`config.mk`:
```
export PLATFORM = sky130hd
export DESIGN_NAME = cim_col_accum
export DESIGN_NICKNAME = d
export VERILOG_FILES = /design/src/rtl/cim_col_accum.sv
export SDC_FILE = /design/constraint.sdc
export NUM_CORES = 2
export LEC_CHECK = 0
export ABC_AREA = 1
export CELL_PAD_IN_SITES_DETAIL_PLACEMENT = 1
export CELL_PAD_IN_SITES_GLOBAL_PLACEMENT = 2
export CORE_MARGIN = 1
export CORE_UTILIZATION = 35
export CTS_BUF_LIST = sky130_fd_sc_hd__clkbuf_4 sky130_fd_sc_hd__clkbuf_8 sky130_fd_sc_hd__clkbuf_16
export CTS_CLUSTER_DIAMETER = 50
export CTS_CLUSTER_SIZE = 16
export DETAILED_ROUTE_END_ITERATION = 6
export PLACE_DENSITY_LB_ADDON = 0.3
export SLEW_MARGIN = 10
export SYNTH_ARGS = -nofsm -noshare
export SYNTH_HDL_FRONTEND = slang
export SYNTH_SLANG_ARGS = --single-unit
```
`constraint.sdc`:
```
create_clock -name clk -period 44.8 [get_ports clk]
set_input_delay 8.96 -clock clk [delete_from_list [all_inputs] [get_ports clk]]
set_output_delay 8.96 -clock clk [all_outputs]
set_load 0.01 [all_outputs]
```
`src/rtl/cim_col_accum.sv`:
```
// Column-side shift-add accumulator for the CIM macro: sums per-beat column partial
// sums across row groups and bit planes (MSB first). Optional `SIGNED_INPUT_EN subtracts the MSB plane.
//
// state | meaning
// IDLE  | waiting for start, no beats accepted
// ACCUM | accepting psum beats, shift-adding per column
// DONE  | MAC complete, waiting for the output buffer to free up
module cim_col_accum #(
  parameter int NUM_COLS   = 16,
  parameter int PSUM_WIDTH = 4,
  parameter int NUM_GROUPS = 12,
  parameter int SEL_WIDTH  = 4,
  parameter int INPUT_BITS = 4,
  parameter int ACC_WIDTH  = 16
) (
  input  logic                             clk,
  input  logic                             rst,
  input  logic                             start,
  input  logic                             mac_on_pong_row,
  input  logic [SEL_WIDTH-1:0]             sel,
  input  logic                             psum_valid,
  output logic                             psum_ready,
  input  logic [NUM_COLS*PSUM_WIDTH-1:0]   psum,
  output logic                             busy,
  output logic                             out_valid,
  input  logic                             out_ready,
  output logic [NUM_COLS*ACC_WIDTH-1:0]    out_data,
  output logic                             out_row,
  output logic                             out_err
);

  localparam int GRP_W = (NUM_GROUPS > 1) ? $clog2(NUM_GROUPS) : 1;
  localparam int BIT_W = (INPUT_BITS > 1) ? $clog2(INPUT_BITS) : 1;
  localparam logic [GRP_W-1:0] GRP_LAST = GRP_W'(NUM_GROUPS - 1);
  localparam logic [BIT_W-1:0] BIT_LAST = BIT_W'(INPUT_BITS - 1);

  typedef enum logic [1:0] {IDLE, ACCUM, DONE} state_t;

  state_t               state;
  logic [ACC_WIDTH-1:0] acc     [NUM_COLS];
  logic [ACC_WIDTH-1:0] acc_nxt [NUM_COLS];
  logic [GRP_W-1:0]     grp_cnt;
  logic [BIT_W-1:0]     bit_cnt;
  logic                 err;
  logic                 cur_row;
  logic                 beat;
  logic                 sel_err;

  assign beat    = psum_valid & psum_ready;
  assign sel_err = (32'(sel) != 32'(grp_cnt));

  // The shift happens on the first group of each plane, so the previous plane gains weight x2.
  always_comb begin
    for (int c = 0; c < NUM_COLS; c++) begin
`ifdef SIGNED_INPUT_EN
      if (bit_cnt == '0)
        acc_nxt[c] = ((grp_cnt == '0) ? (acc[c] << 1) : acc[c])
                     - ACC_WIDTH'(psum[c*PSUM_WIDTH +: PSUM_WIDTH]);
      else
        acc_nxt[c] = ((grp_cnt == '0) ? (acc[c] << 1) : acc[c])
                     + ACC_WIDTH'(psum[c*PSUM_WIDTH +: PSUM_WIDTH]);
`else
      acc_nxt[c] = ((grp_cnt == '0) ? (acc[c] << 1) : acc[c])
                   + ACC_WIDTH'(psum[c*PSUM_WIDTH +: PSUM_WIDTH]);
`endif
    end
  end

  always_ff @(posedge clk or posedge rst) begin
    if (rst) begin
      state      <= IDLE;
      for (int c = 0; c < NUM_COLS; c++) acc[c] <= '0;
      grp_cnt    <= '0;
      bit_cnt    <= '0;
      err        <= 1'b0;
      cur_row    <= 1'b0;
      psum_ready <= 1'b0;
      busy       <= 1'b0;
      out_valid  <= 1'b0;
      out_data   <= '0;
      out_row    <= 1'b0;
      out_err    <= 1'b0;
    end else begin
      if (out_valid && out_ready) out_valid <= 1'b0;

      case (state)
        IDLE: begin
          if (start) begin
            for (int c = 0; c < NUM_COLS; c++) acc[c] <= '0;
            grp_cnt    <= '0;
            bit_cnt    <= '0;
            err        <= 1'b0;
            cur_row    <= mac_on_pong_row;
            psum_ready <= 1'b1;
            busy       <= 1'b1;
            state      <= ACCUM;
          end
        end

        ACCUM: begin
          if (beat) begin
            for (int c = 0; c < NUM_COLS; c++) acc[c] <= acc_nxt[c];
            if (sel_err) err <= 1'b1;
            if (grp_cnt == GRP_LAST) begin
              grp_cnt <= '0;
              if (bit_cnt == BIT_LAST) begin
                bit_cnt    <= '0;
                psum_ready <= 1'b0;
                state      <= DONE;
              end else begin
                bit_cnt <= bit_cnt + 1'b1;
              end
            end else begin
              grp_cnt <= grp_cnt + 1'b1;
            end
          end
        end

        DONE: begin
          // Reload overrides the drain-clear above when a handshake frees the buffer.
          if (!out_valid || out_ready) begin
            for (int c = 0; c < NUM_COLS; c++) out_data[c*ACC_WIDTH +: ACC_WIDTH] <= acc[c];
            out_row   <= cur_row;
            out_err   <= err;
            out_valid <= 1'b1;
            busy      <= 1'b0;
            state     <= IDLE;
          end
        end

        default: state <= IDLE;
      endcase
    end
  end

endmodule

```
==> PnR_summary.wiki <==
{| class="wikitable"
! Metric !! Value
|-
| Largest net degree at the start of global routing || around 240
|-
| Hold path cells || 2
|-
| Vias per std cell || 4.98
|-
| Horizontal die dimension || 295 um
|-
| Share of total power in sequential cells || approximately two fifths
|-
| Weighted congestion at the end of routability-driven global placement || a little over 0.8
|-
| TritonCTS buffer count || 88
|-
| Setup repair after global routing missed its margin || false
|-
| Commonest cells after routing, fill and taps aside || nand2_1 (1319), inv_1 (555), dfrtp_1 (527)
|-
| Data required, critical path || 45.35 ns
|-
| Number of iterations in the first detailed-routing pass || 5
|-
| Proportion of layout cells with a drive suffix above 1 || around 5.3%
|-
| Starting utilization of the core area || 35.6%
|-
| Dominant synthesized flop cell || dfrtp_1
|-
| Flop and latch count out of synthesis || 527
|-
| Final clock period utilization by the worst path || 28.7%
|-
| Iteration-0 DRC Markers || 1172
|-
| Share of the yosys chip area belonging to registers || 44.0%
|-
| Die outline height || about 300 um
|-
| Max clock buf depth || 3
|-
| Average routed wire per standard cell || 17.5 um
|-
| Reg-to-reg startpoint || state[0]$_DFFE_PP0P_
|-
| Critical Path Start Type || input port
|-
| Remaining antenna violation count || 0
|-
| Net switching power || 0.000332 W
|-
| Number of distinct library cells after synthesis || 36
|-
| PortBufs || 334
|-
| Number of rows in the core area || 106
|-
| Setup slack, reg-to-reg || a little under 40 ns
|-
| Status || completed
|-
| Via count of the first global-routing pass || between 20k and 30k
|-
| Cell types with the largest area share after synthesis || dfrtp_1 (44%), nand2_1 (17%), o21ai_0 (7.9%)
|-
| Leakage power || 19.4 nW
|-
| Clock tree from TritonCTS || built
|-
| Number of clock sinks || 527
|-
| Count of cells along the worst register-to-register path || 12
|-
| Terminating pin of the worst hold path || acc[15]$_DFFE_PP0P_
|-
| Internal portion of total power || 0.000961 W
|-
| GRT Overall Usage || 23.2%
|-
| Min cycle time layout || 12.86 ns
|-
| Class of the worst hold path || reg -> reg
|-
| Setup TNS || 0 ns
|-
| Placeable core region || 84200 um2
|-
| DIE AREA || 86800 um2
|-
| Number of nets in the synthesized netlist || 4379
|-
| Slew Limit Fails || 0
|-
| Maximum ir drop on the vdd rail || 0.0272 mV
|-
| Endpoint of the worst-slack reg-to-reg timing path || acc[78]$_DFFE_PP0P_
|-
| Tightest Pin Transition || 1.21 ns
|-
| Gate Count Post-Synth || ~4.2k
|-
| Worst slew margin || 19.5%
|-
| Antenna diode count || 0
|-
| Synth warn || 0
|-
| Combinational Power Share || 6.8%
|-
| Setup clock skew after layout || 0.0405 ns
|-
| Netlist area before placement || about 30000 um2
|-
| Arrival time worst endpoint || 13.41 ns
|-
| Post CTS Setup Buffer Count || 0
|-
| Final setup violating endpoints || 0
|-
| EDFF count, synth || 0
|-
| Source of the worst hold timing path || acc[15]$_DFFE_PP0P_
|-
| Reported max-cap violation count || 0
|-
| Root buffer cell || clkbuf_16
|-
| Nature of the critical path endpoint || flip-flop
|-
| Wire length reported by the detailed router || a little under 100 mm
|-
| Num ports || approximately 340
|-
| HPWL after detailed placement || approximately 67 mm
|-
| FMAX || 77.8 MHz
|-
| Layout Nets || 4638
|-
| Placed instance count || 5509
|-
| Fraction of synthesized cell area taken by the top area cell type || 44.0%
|-
| Via count of the routed design || 28.3k
|-
| Dominant cell type by area after synthesis || dfrtp_1
|-
| Final Hold Viols || 0
|-
| Most common library cell in the layout ignoring fill and taps || nand2_1
|-
| Drt drc || 0
|-
| Number of buffers added to fix hold violations after cts || 0
|-
| Initial antenna violation count || 5
|-
| Overflow left after global routing || 0
|-
| Count of filler cells inserted in the layout || ~10k
|-
| Synth Area per Inst || 7.12 um2
|-
| Type of the worst setup path || in -> reg
|-
| Sw Ratio || approximately a quarter
|-
| Post-cts resize count || 0
|-
| Layout area overhead || 24.4%
|-
| Portion of total power attributed to the clock network || 54.8%
|-
| Largest driver fanout on the critical path || 82
|-
| Pwr Density || 34.7 nW/um2
|-
| Clock latency on the worst-skew pair || 0.65 ns
|-
| Final standard cell count with taps included and fillers excluded || between 5k and 6k
|-
| Clock transition time at the flip-flop clock pins of the worst setup and hold paths || 0.05 ns
|-
| Wire length of the first global-routing pass || 162 mm
|-
| Number of H-tree branching levels || 3
|-
| Share of async-settable or async-resettable flops after synthesis || 100%
|}
-- layer usage --
metal | global-route usage (%) | share of wire, %
met2 | 39.7 | 48
met1 | 30.3 | 46
met5 | 0 | 0.071
met4 | 6.22 | 2.3
met3 | 3.66 | 3.9
-- power groups by stage --
| stage | clock, W | sequential [W] | combinational [W] |
|---|---|---|---|
| floorplan | 0 | 0.000508 | 0.0000357 |
| global placement | 0 | 0.000504 | 0.0000874 |
| detailed placement | 0 | 0.000504 | 0.0000889 |
| CTS | 0.000727 | 0.000496 | 0.0000895 |
| global route | 0.000744 | 0.000497 | 0.0000985 |
| finish | 0.000709 | 0.000496 | 0.0000875 |
-- logic make-up after synthesis --
kind of cell,synth area share [%]
XOR/XNOR,0.146
adder cells (fa/ha/maj),4.53
AND/OR/NAND/NOR,29.1
flip-flops,44.0
AO/OA/AOI/OAI,12.3
buffers and inverters,9.92
-- sequential cells by signal, indices dropped and copies added, names as in the netlist, 2 cells and up --
signal    count
grp_cnt       4
out_data    256
state         2
bit_cnt       2
acc         256
-- cells in the mapped netlist (all sizes together), types with 2 or more instances --
master and n:
a21oi 77, and2 15, buf 85, clkbuf 109
dfrtp 527, fa 16, ha 83, inv 566
nand2 1321, nand3 461, nand4 15, nor2 309
nor3 2, o211ai 18, o21ai 496, o22ai 65
o31ai 16, o32ai 12, xnor2 4
-- metrics by stage --
stage	cell area, um2	util (%)	power, W	setup WS [ns]	hold WS, ns
final	37300	44.3	0.00129	31.94	0.475
after global routing	37300	44.3	0.00134	31.63	0.503
after CTS	37300	44.3	0.00131	31.90	0.479
after detailed placement	34200	40.6	0.000593	31.28	0.465
after global placement	34200	40.6	0.000592	31.39	0.462
after floorplan	30000	-	0.000544	21.11	0.449
-- how the worst max path moves through the flow --
| stage | startpoint | end | slack, ns | depth (start not counted) |
|---|---|---|---|---|
| after floorplan | rst | acc[0]$_DFFE_PP0P_ | 21.11 | 1 |
| after global placement | psum_valid | acc[17]$_DFFE_PP0P_ | 31.39 | 10 |
| after detailed placement | psum_valid | acc[209]$_DFFE_PP0P_ | 31.28 | 10 |
| after CTS | psum_valid | acc[78]$_DFFE_PP0P_ | 31.90 | 10 |
| after global routing | psum_valid | acc[74]$_DFFE_PP0P_ | 31.63 | 10 |
| final | psum_valid | acc[78]$_DFFE_PP0P_ | 31.94 | 10 |
-- area by class of cell --
type,count,area [um2],share of cell area (%)
clock inverter,62,738,1.98
multi-input combinational,2918,13900,37.2
inverter,567,2150,5.76
clock buffer,101,2350,6.30
timing repair buffer,363,3570,9.59
tap,1134,1420,3.81
sequential,527,13200,35.4
-- critical path, stage by stage --
cell and delay (ns):
clkdlybuf4s50_1 0.43, nand2_1 0.14, nor2_4 0.05, buf_4 0.34, inv_2 0.85, nand2_8 0.63, inv_4 0.78, buf_4 0.85
nand2_1 0.14, nand2_1 0.13
No activity file was read; power rests on OpenSTA's default activity.
